## config.mk

```make
export PLATFORM = sky130hd
export DESIGN_NAME = combo_lock_fsm_flat
export DESIGN_NICKNAME = d
export VERILOG_FILES = /design/src/rtl/combo_lock_if.sv /design/src/rtl/combo_lock_fsm.sv /design/src/flat_wrapper.sv
export SDC_FILE = /design/constraint.sdc
export NUM_CORES = 1
export LEC_CHECK = 0
export CORE_ASPECT_RATIO = 1.5
export CORE_MARGIN = 10
export CORE_UTILIZATION = 45
export CTS_BUF_LIST = sky130_fd_sc_hd__clkbuf_8
export CTS_CLUSTER_SIZE = 16
export DETAILED_ROUTE_END_ITERATION = 10
export SYNTH_ARGS = -nofsm -noshare
export SYNTH_HDL_FRONTEND = slang
export SYNTH_SLANG_ARGS = --single-unit
```

## constraint.sdc

```tcl
create_clock -name Clock -period 3.8 [get_ports Clock]
set_input_delay 0.57 -clock Clock [delete_from_list [all_inputs] [get_ports Clock]]
set_output_delay 0.57 -clock Clock [all_outputs]
set_load 0.02 [all_outputs]
```

## src/rtl/combo_lock_if.sv

```systemverilog
`default_nettype none
`timescale 1ns/1ps
// +------------------------------------------------------------------------+
// | Module   : combo_lock_if                                               |
// | Purpose  : Bundles the conditioned button pulses, the digit switches   |
// |            and the lock status outputs of combo_lock_fsm.              |
// | Signals  : Digit[3:0], EnterPulse, ClearPulse, ProgPulse  (to lock)    |
// |            Unlocked, Error, LockedOut, DigitCount, FailCount (from)    |
// | Modports : master - drives the pulses (button conditioners / bench)    |
// |            slave  - the lock state machine                             |
// | Revision : 1.0 - initial release                                       |
// +------------------------------------------------------------------------+
interface combo_lock_if #(
  parameter int NUM_DIGITS = 4,
  parameter int MAX_FAILS  = 3
);
  logic [3:0]                       Digit;
  logic                             EnterPulse;
  logic                             ClearPulse;
  logic                             ProgPulse;
  logic                             Unlocked;
  logic                             Error;
  logic                             LockedOut;
  logic [$clog2(NUM_DIGITS+1)-1:0]  DigitCount;
  logic [$clog2(MAX_FAILS+1)-1:0]   FailCount;

  modport master (
    output Digit, EnterPulse, ClearPulse, ProgPulse,
    input  Unlocked, Error, LockedOut, DigitCount, FailCount
  );

  modport slave (
    input  Digit, EnterPulse, ClearPulse, ProgPulse,
    output Unlocked, Error, LockedOut, DigitCount, FailCount
  );
endinterface
`default_nettype wire

```

## src/rtl/combo_lock_fsm.sv

```systemverilog
`default_nettype none
`timescale 1ns/1ps
// +------------------------------------------------------------------------+
// | Module   : combo_lock_fsm                                              |
// | Purpose  : Combination lock controller. Collects NUM_DIGITS digits,    |
// |            compares them with the stored code, opens / flags errors /  |
// |            locks out after MAX_FAILS consecutive misses, and allows    |
// |            reprogramming of the code while open.                       |
// | Ports    : Clock  - system clock, rising edge                          |
// |            Resetn - synchronous active-low reset                       |
// |            bus    - combo_lock_if.slave: Digit, Enter/Clear/ProgPulse  |
// |                     in; Unlocked, Error, LockedOut, DigitCount,        |
// |                     FailCount out                                      |
// | Revision : 1.0 - initial release                                       |
// +------------------------------------------------------------------------+
module combo_lock_fsm #(
  parameter int                      NUM_DIGITS     = 4,
  parameter logic [4*NUM_DIGITS-1:0] DEFAULT_CODE   = 16'h1234,
  parameter int                      MAX_FAILS      = 3,
  parameter int                      LOCKOUT_CYCLES = 100
) (
  input  logic         Clock,
  input  logic         Resetn,
  combo_lock_if.slave  bus
);

  localparam int CODE_W = 4 * NUM_DIGITS;
  localparam int CNT_W  = $clog2(NUM_DIGITS + 1);
  localparam int FAIL_W = $clog2(MAX_FAILS + 1);
  localparam int TMR_W  = $clog2(LOCKOUT_CYCLES + 1);

  localparam logic [CNT_W-1:0]  LAST_DIGIT = CNT_W'(NUM_DIGITS - 1);
  localparam logic [FAIL_W-1:0] LAST_FAIL  = FAIL_W'(MAX_FAILS - 1);
  localparam logic [TMR_W-1:0]  LAST_TICK  = TMR_W'(LOCKOUT_CYCLES - 1);

  typedef enum logic [2:0] {
    ST_LOCKED  = 3'd0,
    ST_CHECK   = 3'd1,
    ST_OPEN    = 3'd2,
    ST_PROG    = 3'd3,
    ST_LOCKOUT = 3'd4
  } state_e;

  state_e              state_q, state_d;
  logic [CODE_W-1:0]   code_q, code_d;
  logic [CODE_W-1:0]   entry_q, entry_d;
  logic [CNT_W-1:0]    cnt_q, cnt_d;
  logic [FAIL_W-1:0]   fail_q, fail_d;
  logic [TMR_W-1:0]    tmr_q, tmr_d;
  logic                err_pend_q, err_pend_d;
  logic                unlocked_q, unlocked_d;
  logic                error_q, error_d;
  logic                locked_out_q, locked_out_d;
  logic [CODE_W-1:0]   shifted_entry;

  // First-entered digit ends up in the most-significant nibble.
  assign shifted_entry = (entry_q << 4) | CODE_W'(bus.Digit);

  always_comb begin
    state_d    = state_q;
    code_d     = code_q;
    entry_d    = entry_q;
    cnt_d      = cnt_q;
    fail_d     = fail_q;
    tmr_d      = tmr_q;
    err_pend_d = 1'b0;

    case (state_q)
      ST_LOCKED, ST_PROG: begin
        if (bus.ClearPulse) begin
          entry_d = '0;
          cnt_d   = '0;
        end else if (bus.EnterPulse) begin
          if (cnt_q == LAST_DIGIT) begin
            if (state_q == ST_PROG) begin
              code_d  = shifted_entry;
              entry_d = '0;
              cnt_d   = '0;
              state_d = ST_LOCKED;
            end else begin
              entry_d = shifted_entry;
              cnt_d   = cnt_q + CNT_W'(1);
              state_d = ST_CHECK;
            end
          end else begin
            entry_d = shifted_entry;
            cnt_d   = cnt_q + CNT_W'(1);
          end
        end
      end

      ST_CHECK: begin
        entry_d = '0;
        cnt_d   = '0;
        if (entry_q == code_q) begin
          fail_d  = '0;
          state_d = ST_OPEN;
        end else begin
          err_pend_d = 1'b1;
          fail_d     = fail_q + FAIL_W'(1);
          state_d    = (fail_q == LAST_FAIL) ? ST_LOCKOUT : ST_LOCKED;
        end
      end

      ST_OPEN: begin
        if (bus.ProgPulse) begin
          state_d = ST_PROG;
        end else if (bus.EnterPulse) begin
          state_d = ST_LOCKED;
        end
      end

      ST_LOCKOUT: begin
        if (tmr_q == LAST_TICK) begin
          tmr_d   = '0;
          fail_d  = '0;
          state_d = ST_LOCKED;
        end else begin
          tmr_d = tmr_q + TMR_W'(1);
        end
      end

      default: begin
        state_d = ST_LOCKED;
      end
    endcase

    // Status outputs are registered decodes of the current state, so they
    // trail the state register by one cycle and see no input directly.
    unlocked_d   = (state_q == ST_OPEN) || (state_q == ST_PROG);
    locked_out_d = (state_q == ST_LOCKOUT);
    error_d      = err_pend_q;
  end

  always_ff @(posedge Clock) begin
    if (!Resetn) begin
      state_q      <= ST_LOCKED;
      code_q       <= DEFAULT_CODE;
      entry_q      <= '0;
      cnt_q        <= '0;
      fail_q       <= '0;
      tmr_q        <= '0;
      err_pend_q   <= 1'b0;
      unlocked_q   <= 1'b0;
      error_q      <= 1'b0;
      locked_out_q <= 1'b0;
    end else begin
      state_q      <= state_d;
      code_q       <= code_d;
      entry_q      <= entry_d;
      cnt_q        <= cnt_d;
      fail_q       <= fail_d;
      tmr_q        <= tmr_d;
      err_pend_q   <= err_pend_d;
      unlocked_q   <= unlocked_d;
      error_q      <= error_d;
      locked_out_q <= locked_out_d;
    end
  end

  assign bus.Unlocked   = unlocked_q;
  assign bus.Error      = error_q;
  assign bus.LockedOut  = locked_out_q;
  assign bus.DigitCount = cnt_q;
  assign bus.FailCount  = fail_q;

endmodule
`default_nettype wire
```

## src/flat_wrapper.sv

```systemverilog
// flat-port wrapper written by rule: the top's interface ports become plain ports
module combo_lock_fsm_flat 
#(
  parameter int                      NUM_DIGITS     = 4,
  parameter logic [4*NUM_DIGITS-1:0] DEFAULT_CODE   = 16'h1234,
  parameter int                      MAX_FAILS      = 3,
  parameter int                      LOCKOUT_CYCLES = 100
)
  (Clock, Resetn, bus_Digit, bus_EnterPulse, bus_ClearPulse, bus_ProgPulse, bus_Unlocked, bus_Error, bus_LockedOut, bus_DigitCount, bus_FailCount);
  combo_lock_if #(.NUM_DIGITS(NUM_DIGITS), .MAX_FAILS(MAX_FAILS)) bus_i ();
  input  logic Clock;
  input  logic Resetn;
  input wire logic [$bits(bus_i.Digit)-1:0] bus_Digit;
  input wire logic [$bits(bus_i.EnterPulse)-1:0] bus_EnterPulse;
  input wire logic [$bits(bus_i.ClearPulse)-1:0] bus_ClearPulse;
  input wire logic [$bits(bus_i.ProgPulse)-1:0] bus_ProgPulse;
  output wire logic [$bits(bus_i.Unlocked)-1:0] bus_Unlocked;
  output wire logic [$bits(bus_i.Error)-1:0] bus_Error;
  output wire logic [$bits(bus_i.LockedOut)-1:0] bus_LockedOut;
  output wire logic [$bits(bus_i.DigitCount)-1:0] bus_DigitCount;
  output wire logic [$bits(bus_i.FailCount)-1:0] bus_FailCount;
  assign bus_i.Digit = bus_Digit;
  assign bus_i.EnterPulse = bus_EnterPulse;
  assign bus_i.ClearPulse = bus_ClearPulse;
  assign bus_i.ProgPulse = bus_ProgPulse;
  assign bus_Unlocked = bus_i.Unlocked;
  assign bus_Error = bus_i.Error;
  assign bus_LockedOut = bus_i.LockedOut;
  assign bus_DigitCount = bus_i.DigitCount;
  assign bus_FailCount = bus_i.FailCount;
  combo_lock_fsm #(.NUM_DIGITS(NUM_DIGITS), .DEFAULT_CODE(DEFAULT_CODE), .MAX_FAILS(MAX_FAILS), .LOCKOUT_CYCLES(LOCKOUT_CYCLES)) u_core (.Clock(Clock), .Resetn(Resetn), .bus(bus_i));
endmodule
```

==> results.py, run 1 <==
metrics = {
    "route": {
        "wl_per_cell_um": 13.3,
        "first_iter_violations": 120,
        "firstDrtPassIters": 4,
        "via_per_inst": 5.07,
        "drt-total-wl_mm": 4.31,
        "vias": 1643,
        "drc": 0,
        "drtAntennaViolNets": 0,
    },
    "die": {
        "fp.dieW_um": 77.3,
        "coreArea_um2": 4810,
        "io_pins": 17,
        "rows": 31,
        "die_y_um": 106,
        "start_util": 0.460,
        "die_area_um2": 8190,
    },
    "clock_network": {
        "cts_resized": 0,
        "clockBufferDepth": 2,
        "cts_tree": "yes",
        "cts.repair_timing.setup_buffer_count": 0,
        "cts.sinks": 51,
        "clkTransAtPathRegs_ns": 0.09,
        "cts_made_buffers": 5,
        "htreeDepth": 2,
        "cts-root-buf": "clkbuf_8",
        "ctsHoldBuffers": 0,
        "clk_latency_ns": 0.30,
    },
    "pwr": {
        "p_leak_nw": 0.960,
        "finalPower_mw": 0.993,
        "p_int_mw": 0.753,
        "clkPwrFrac": 0.344,
        "ir_drop_mv": 0.270,
        "netSwitchingFraction": 0.241,
        "p_comb_frac": 0.096,
        "power_switching_mw": 0.240,
        "p_seq_frac": 0.560,
        "p_per_area_nw_per_um2": 394,
    },
    "hold_path": {
        "holdPathEnd": "u_core.bus.Error$_SDFF_PN0_",
        "hold_depth": 1,
        "min_from": "u_core.err_pend_q$_SDFF_PN0_",
        "min_path_type": "flip-flop to flip-flop",
    },
    "place": {
        "place_area_um2": 2410,
        "place_ws_ns": 1.18,
        "dp_hpwl_mm": 3.02,
        "gp_congestion": 0.776,
        "port_buffers": 16,
    },
    "setup_path": {
        "r2r_cells": 5,
        "worst-endpoint-arrival_ns": 2.48,
        "r2r_setup_slack_ns": 1.82,
        "timing.rr.start": "u_core.state_q[0]$_SDFFE_PN0P_",
        "crit_path_end_kind": "flip-flop",
        "cp.required_ns": 4.00,
        "regToRegEndpoint": "u_core.bus.DigitCount[1]$_SDFFE_PN0P_",
        "start_kind": "primary input",
        "worstSetupPathType": "primary input to flip-flop",
        "crit_fanout": 19,
    },
    "logic_synthesis": {
        "synth_most_common_cell": "dfxtp_1",
        "syn-instance-count": 244,
        "yosys_register_bits": 51,
        "synth_common_cells": "51 x dfxtp_1, 40 x nand2_1, 20 x xor2_1",
        "ys_seq_area_frac": 0.461,
        "synth_area_leaders": "dfxtp_1 46%, xor2_1 7.9%, nand2_1 6.8%",
        "synth_top_area_share": 0.461,
        "synthesis.nets": 256,
        "synth_edf_count": 0,
        "syn_area_um2": 2210,
        "synth_ff_type": "dfxtp_1",
        "yosys.area.top_type": "dfxtp_1",
        "netlist-cell-type-count": 44,
        "synthArstFlopShare": 0,
        "yosysWarnings": 0,
        "postSynthAreaPerCell_um2": 9.08,
    },
    "sta": {
        "slew_viol_final": 0,
        "final.setup.tns_ns": 0,
        "period_share": 0.601,
        "hold_violations": 0,
        "worst_hold_slack_ns": 0.441,
        "setup_viol": 0,
        "relSlewSlack": 0.417,
        "worst_slew_pin_slew_ns": 0.875,
        "post-route-min-period_ns": 2.28,
        "setup_slack_ns": 1.52,
        "clock.fmax_mhz": 438,
        "finClkSkew_ns": 0.00742,
        "rsz0062_at_grt": "false",
    },
    "finish": {
        "fillers": 479,
        "num_antenna_cells": 0,
        "fin_area_um2": 2520,
        "nets": 269,
        "area.growth.synth_to_final_pct": 13.7,
        "drive_above_1_share": 0.0659,
    },
    "global_routing": {
        "grt_pass1_vias": 1610,
        "grt-ovfl-total": 0,
        "grt_antenna_before_repair": 0,
        "grt_max_degree": 22,
        "grtUsageTotal": 0.112,
        "grt_pass1_wl_mm": 7.62,
    },
    "outcome": {
        "status": "complete, no violations",
    },
    "flow_run": {
        "drv_cap": 0,
    },
}
==> critical path, cell delays in order <==
cell             delay [ns]
clkdlybuf4s50_1        0.53
nor2_1                 0.07
maj3_2                 0.33
or2_1                  0.54
o21ai_4                0.35
nor2_1                 0.08
==> flip-flops by register name, summed over array words and instances (netlist names) <==
register,flops
u_core.bus.FailCount,2
u_core.bus.DigitCount,3
u_core.err_pend_q,1
u_core.code_q,16
u_core.entry_q,16
u_core.tmr_q,7
u_core.bus.Unlocked,1
u_core.bus.Error,1
u_core.state_q,3
u_core.bus.LockedOut,1
==> layer usage <==
metal	routed length [um]	track usage	vias to the layer above
met4	68	0.0432	0
met1	1970	0.130	757
met5	0	0	-
met3	145	0.0320	7
met2	2120	0.188	23
li1	-	-	856
==> placed cells by master, fill, tap and decap left out, types with 3 or more instances in the layout <==
master,count
clkbuf_8,7
nor4_1,4
a21oi_1,3
o21ai_0,5
ha_1,3
mux2i_1,5
clkdlybuf4s50_1,16
dfxtp_1,51
inv_1,3
nand3_1,10
nor2_1,19
nor2b_1,13
a21boi_0,13
xor2_1,20
nand2_1,40
a22oi_1,12
==> cells by family after synthesis <==
logic type	share of synthesized area
multiplexers	0.0277
AND/OR/NAND/NOR	0.234
adder cells (fa/ha/maj)	0.0220
AO/OA/AOI/OAI	0.135
XOR/XNOR	0.0870
buffers and inverters	0.0333
flip-flops	0.461
==> power by group through the flow <==
| stage | Combinational [mW] | Clock [mW] | Sequential, mW |
|---|---|---|---|
| after floorplan | 0.0641 | 0 | 0.570 |
| after global placement | 0.0959 | 0 | 0.569 |
| after detailed placement | 0.0960 | 0 | 0.569 |
| after CTS | 0.0965 | 0.357 | 0.557 |
| after global routing | 0.106 | 0.374 | 0.559 |
| final | 0.0953 | 0.341 | 0.556 |
==> worst max-delay path by stage <==
| stage | from | cells after the start | slack [ns] | endpoint |
|---|---|---|---|---|
| CTS | bus_ClearPulse | 6 | 1.50 | u_core.bus.DigitCount[1]$_SDFFE_PN0P_ |
| floorplan | bus_ClearPulse | 7 | 2.00 | u_core.bus.DigitCount[0]$_SDFFE_PN0P_ |
| global placement | bus_ClearPulse | 6 | 1.20 | u_core.bus.DigitCount[0]$_SDFFE_PN0P_ |
| global route | bus_ClearPulse | 6 | 1.38 | u_core.bus.DigitCount[1]$_SDFFE_PN0P_ |
| finish | bus_ClearPulse | 6 | 1.52 | u_core.bus.DigitCount[1]$_SDFFE_PN0P_ |
| detailed placement | bus_ClearPulse | 6 | 1.18 | u_core.bus.DigitCount[1]$_SDFFE_PN0P_ |
==> metrics by stage <==
step | util | std cells
2_1_floorplan | - | 244
3_3_place_gp | 0.502 | 316
3_5_place_dp | 0.502 | 316
4_1_cts | 0.523 | 324
5_1_grt | 0.523 | 324
6_report | 0.523 | 324
==> final cells by class <==
type                       instances  area [um2]  share of cell area
clock buffer                       7        96.3              0.0383
tap                               66        82.6              0.0328
sequential                        51        1020               0.406
inverter                           4        15.0             0.00596
clock inverter                     1        7.51             0.00298
timing repair buffer              18         175              0.0696
multi-input combinational        177        1120               0.445
No activity file was read; power rests on OpenSTA's default activity.
==> inputs of run 2 (changes only) <==
==> constraint.sdc (replaced) <==
create_clock -name Clock -period 2.35 [get_ports Clock]
set_input_delay 0.3525 -clock Clock [delete_from_list [all_inputs] [get_ports Clock]]
set_output_delay 0.3525 -clock Clock [all_outputs]
set_load 0.02 [all_outputs]
==> run 2 against run 1 <==
  * Sequential share of layout area is 0.24 points lower
  * Power up 54%
  * Hold slack gained 0.0019 ns
  * Utilization increased by 0.31 points
  * Register-to-register slack worse by 1.2 ns
  * Sequential cell count unchanged
  * Sequential power grew 62%
  * Die area unchanged
  * Wire length up 1.1%
  * Via count up 0.85%
  * Critical endpoint is now u_core.entry_q[6]$_SDFFE_PN0P_
  * Largest cell class unchanged
==> results.py, run 2 (synthesis results as in run 1) <==
metrics = {
    "die": {
        "coreArea_um2": 4810,
        "io_pins": 17,
        "rows": 31,
        "die_y_um": 106,
        "fp.dieW_um": 77.3,
        "start_util": 0.460,
        "die_area_um2": 8190,
    },
    "setup_path": {
        "start_kind": "primary input",
        "startpoint": "bus_ClearPulse",
        "worst-endpoint-arrival_ns": 2.02,
        "r2r_cells": 6,
        "crit_fanout": 10,
        "crit_path_end_kind": "flip-flop",
        "critPathMaxStageDelay_ns": 0.53,
        "cp.required_ns": 2.54,
        "timing.rr.start": "u_core.state_q[0]$_SDFFE_PN0P_",
        "path_cells": "clkdlybuf4s50_1, nor2_1, maj3_2, or2_1, buf_4, a22oi_1, nor2b_1",
        "worstSetupPathType": "primary input to flip-flop",
        "cp_top_family": "buffers and inverters",
        "crit_cells": 7,
        "crit_buf_inv": 2,
        "cp_slowest_cell": "clkdlybuf4s50_1",
    },
    "finish": {
        "drive_above_1_share": 0.0760,
        "final_common_cell": "dfxtp_1",
        "nets": 274,
        "area.growth.synth_to_final_pct": 14.4,
        "reg_top3": "u_core.code_q (16), u_core.entry_q (16), u_core.tmr_q (7)",
        "finalNonFillerCells": 329,
        "num_antenna_cells": 0,
        "layout.cells.most_common_list": "51 x dfxtp_1, 40 x nand2_1, 20 x xor2_1",
        "fillers": 494,
    },
    "sta": {
        "period_share": 0.776,
        "clock.fmax_mhz": 548,
        "post-route-min-period_ns": 1.82,
        "rsz0062_at_grt": "false",
        "finClkSkew_ns": 0.00837,
        "setup_viol": 0,
        "slew_viol_final": 0,
        "final.setup.tns_ns": 0,
        "worst_slew_pin_slew_ns": 0.575,
        "hold_violations": 0,
        "relSlewSlack": 0.612,
    },
    "place": {
        "place_inst": 321,
        "dp_hpwl_mm": 3.02,
        "gp_congestion": 0.765,
        "port_buffers": 16,
    },
    "route": {
        "drt-total-wl_mm": 4.36,
        "via_per_inst": 5.04,
        "firstDrtPassIters": 4,
        "drc": 0,
        "vias": 1657,
        "first_iter_violations": 72,
        "wl_per_cell_um": 13.2,
        "drtAntennaViolNets": 0,
    },
    "hold_path": {
        "min_from": "u_core.err_pend_q$_SDFF_PN0_",
        "hold_depth": 1,
        "min_path_type": "flip-flop to flip-flop",
    },
    "pwr": {
        "p_leak_nw": 0.986,
        "ir_drop_mv": 0.410,
        "finalPower_mw": 1.53,
        "p_per_area_nw_per_um2": 605,
    },
    "global_routing": {
        "grtUsageTotal": 0.111,
        "grt_pass1_wl_mm": 7.40,
        "grt_max_degree": 38,
        "grt-ovfl-total": 0,
        "grt_pass1_vias": 1602,
        "grt_antenna_before_repair": 0,
    },
    "clock_network": {
        "cts.repair_timing.setup_buffer_count": 0,
        "htreeDepth": 2,
        "cts_resized": 0,
        "cts.sinks": 51,
        "cts_made_buffers": 5,
        "clockBufferDepth": 2,
        "clkTransAtPathRegs_ns": 0.09,
        "cts_tree": "yes",
        "cts-root-buf": "clkbuf_8",
        "ctsHoldBuffers": 0,
        "clk_latency_ns": 0.30,
    },
    "flow_run": {
        "drv_cap": 0,
    },
    "outcome": {
        "status": "complete, no violations",
    },
}
[run 2: cell types whose count changed in the layout (fill, tap and decap cells not counted), sizes merged]
cell,previous run,this run
clkbuf,7,5
buf,2,7
clkinvlp,1,0
clkinv,0,1
inv,4,6
[run 2: through the flow]
step	util	worst slack (ns)	hold slack (ns)	instance area, um2
final	0.527	0.526	0.443	2530
after global routing	0.527	0.415	0.452	2530
after CTS	0.527	0.523	0.444	2530
after detailed placement	0.510	0.211	0.422	2450
after global placement	0.510	0.220	0.414	2450
after floorplan	-	0.607	0.412	2210
[run 2: report_power, final]
group,switching [mW],internal [mW],total [mW]
Combinational,0.0857,0.0745,0.160
Clock,0.272,0.201,0.473
Sequential,0.0189,0.880,0.899
Total,0.377,1.16,1.53
[run 2: metal layers]
metal	part of all wire	up-vias	GRT usage
li1	-	864	-
met1	0.43	760	0.119
met2	0.52	28	0.196
met3	0.034	5	0.0329
met4	0.014	0	0.0484
met5	0	-	0
[run 2: path summary, 6_finish.rpt]
path / endpoint / slack, ns
min: u_core.bus.Error$_SDFF_PN0_ / 0.44
max reg2reg: u_core.entry_q[6]$_SDFFE_PN0P_ / 0.63
min reg2reg: u_core.bus.Error$_SDFF_PN0_ / 0.44
max: u_core.entry_q[6]$_SDFFE_PN0P_ / 0.53
[run 2: final cells by class]
cell class / instances / area, um2 / share of cell area
Tap cell: 66 / 82.6 / 0.0326
Sequential cell: 51 / 1020 / 0.403
Multi-Input combinational cell: 177 / 1120 / 0.442
Clock buffer: 5 / 68.8 / 0.0272
Inverter: 4 / 15.0 / 0.00593
Timing Repair Buffer: 23 / 213 / 0.0840
Clock inverter: 3 / 12.5 / 0.00494
==> inputs of run 3 (changes only) <==
--- a/config.mk
+++ b/config.mk
@@ -11,6 +11,7 @@
 export CTS_BUF_LIST = sky130_fd_sc_hd__clkbuf_8
 export CTS_CLUSTER_SIZE = 16
 export DETAILED_ROUTE_END_ITERATION = 10
+export PLACE_DENSITY = 0.67
 export SYNTH_ARGS = -nofsm -noshare
 export SYNTH_HDL_FRONTEND = slang
 export SYNTH_SLANG_ARGS = --single-unit
==> constraint.sdc (replaced) <==
create_clock -name Clock -period 1.6 [get_ports Clock]
set_input_delay 0.24 -clock Clock [delete_from_list [all_inputs] [get_ports Clock]]
set_output_delay 0.24 -clock Clock [all_outputs]
set_load 0.02 [all_outputs]
==> run 3 against run 2 <==
  * First-iteration DRC count up 28%
  * Clock power up 120%
  * Sequential power up 46%
  * Critical path depth down 2
  * Global-route usage up 0.96 points
  * Largest cell class unchanged
  * Critical endpoint is now u_core.bus.FailCount[0]$_SDFFE_PN0P_
  * Power up 74%
==> results.py, run 3 (synthesis results as in run 1) <==
metrics = {
    "setup_path": {
        "worstSetupPathType": "flip-flop to flip-flop",
        "start_kind": "flip-flop",
        "critPathMaxStageDelay_ns": 0.35,
        "worst-endpoint-arrival_ns": 1.77,
        "cp.required_ns": 1.80,
        "crit_fanout": 4,
        "r2r_setup_slack_ns": 0.03,
        "crit_path_end_kind": "flip-flop",
        "path_cells": "xor2_1, nor4_1, nand4_1, nor2b_4, mux2_2",
        "r2r_cells": 5,
        "cp_slowest_cell": "nor4_1",
    },
    "outcome": {
        "status": "complete, no violations",
    },
    "place": {
        "port_buffers": 16,
        "place_inst": 351,
        "dp_hpwl_mm": 3.36,
        "gp_congestion": 0.833,
    },
    "global_routing": {
        "grtUsageTotal": 0.120,
        "grt_util_met1": 0.137,
        "grt-ovfl-total": 0,
        "grt_pass1_wl_mm": 8.22,
        "grt_pass1_vias": 1807,
        "grt-busiest-layer": "met2",
        "use_met2": 0.209,
        "grt_util_met3": 0.0329,
        "grt_antenna_before_repair": 0,
        "grt_max_degree": 19,
    },
    "route": {
        "drtAntennaViolNets": 0,
        "drt-total-wl_mm": 4.80,
        "firstDrtPassIters": 5,
        "via_per_inst": 5.01,
        "drc": 0,
        "first_iter_violations": 92,
        "vias": 1807,
        "wl_per_cell_um": 13.3,
    },
    "finish": {
        "area.growth.synth_to_final_pct": 34.5,
        "final_common_cell": "dfxtp_1",
        "layout.cells.most_common_list": "48 x dfxtp_1, 40 x nand2_1, 34 x buf_4",
        "num_antenna_cells": 0,
        "finalNonFillerCells": 361,
        "nets": 306,
        "reg_top3": "u_core.code_q (16), u_core.entry_q (16), u_core.tmr_q (7)",
        "drive_above_1_share": 0.234,
    },
    "die": {
        "rows": 31,
        "start_util": 0.460,
        "die_area_um2": 8190,
        "die_y_um": 106,
        "io_pins": 17,
        "coreArea_um2": 4810,
        "fp.dieW_um": 77.3,
    },
    "sta": {
        "finClkSkew_ns": 0.00736,
        "relSlewSlack": 0.771,
        "rsz0062_at_grt": "true",
        "period_share": 0.982,
        "worst_hold_slack_ns": 0.440,
        "hold_violations": 0,
        "worst_slew_pin_slew_ns": 0.340,
        "slew_viol_final": 0,
        "setup_viol": 0,
        "post-route-min-period_ns": 1.57,
        "clock.fmax_mhz": 636,
    },
    "pwr": {
        "p_leak_nw": 1.23,
        "p_per_area_nw_per_um2": 895,
        "finalPower_mw": 2.66,
        "ir_drop_mv": 0.815,
    },
    "hold_path": {
        "hold_depth": 1,
        "min_path_type": "flip-flop to flip-flop",
    },
    "clock_network": {
        "clk_latency_ns": 0.30,
        "cts_made_buffers": 5,
        "htreeDepth": 2,
        "clkTransAtPathRegs_ns": 0.09,
        "cts-root-buf": "clkbuf_8",
        "clockBufferDepth": 2,
        "ctsHoldBuffers": 0,
        "cts_tree": "yes",
        "cts.sinks": 51,
    },
    "flow_run": {
        "drv_cap": 0,
    },
}
-- run 3: cell types whose count changed in the layout (fill, tap and decap cells not counted), sizes merged --
| cell | change |
|---|---|
| clkdlybuf4s50 | -4 |
| bufinv | +2 |
| inv | -1 |
| buf | +32 |
| clkinv | -1 |
| dlygate4sd2 | +4 |
-- run 3: critical path, delay by kind of cell, from the launching register on --
| family | cells | cell delay [ns] |
|---|---|---|
| xor gates and xnor gates | 1 | 0.16 |
| muxes | 1 | 0.26 |
| DFF | 1 | 0.34 |
| and+or+nand+nor | 3 | 0.71 |
-- run 3: where the power goes --
group / internal (mW) / switching, mW
Combinational: 0.158 / 0.164
Clock: 0.619 / 0.411
Sequential: 1.29 / 0.0188
-- run 3: area by class of cell --
class	count	area, um2
inverters	4	15.0
flip-flops and latches	51	1030
well taps	66	82.6
clock buffers	5	68.8
fillers	440	1830
multi-input cells	177	1220
repair buffers	55	502
clock inverters	3	63.8
-- run 3: repair_timing --
item	CTS	global route
gates cloned	1	0
buffers inserted	0	1
pin swaps	3	10
resized for setup	11	26
endpoints found under the setup margin	33	33
hold endpoints to repair	0	0
-- run 3: path summary, 6_finish.rpt --
path | to | startpoint
hold / removal | u_core.bus.Error$_SDFF_PN0_ | u_core.err_pend_q$_SDFF_PN0_
setup reg to reg | u_core.bus.FailCount[0]$_SDFFE_PN0P_ | u_core.entry_q[12]$_SDFFE_PN0P_
setup / recovery | u_core.bus.FailCount[0]$_SDFFE_PN0P_ | u_core.entry_q[12]$_SDFFE_PN0P_
hold reg to reg | u_core.bus.Error$_SDFF_PN0_ | u_core.err_pend_q$_SDFF_PN0_
-- run 3: metal layers --
layer / share of wire / vias to the layer above
met1: 0.44 / 842
met3: 0.029 / 8
li1: - / 935
met2: 0.51 / 22
met5: 0 / -
met4: 0.019 / 0
-- run 3: through the flow --
step                       util  TNS, ns  area (um2)  worst slack, ns
after floorplan               -        0        2240          0.00856
after global placement    0.568    -9.96        2730           -0.367
after detailed placement  0.568   -10.86        2730           -0.405
after CTS                 0.603        0        2900         0.000918
after global routing      0.619    -1.18        2980          -0.0893
final                     0.619        0        2980           0.0285
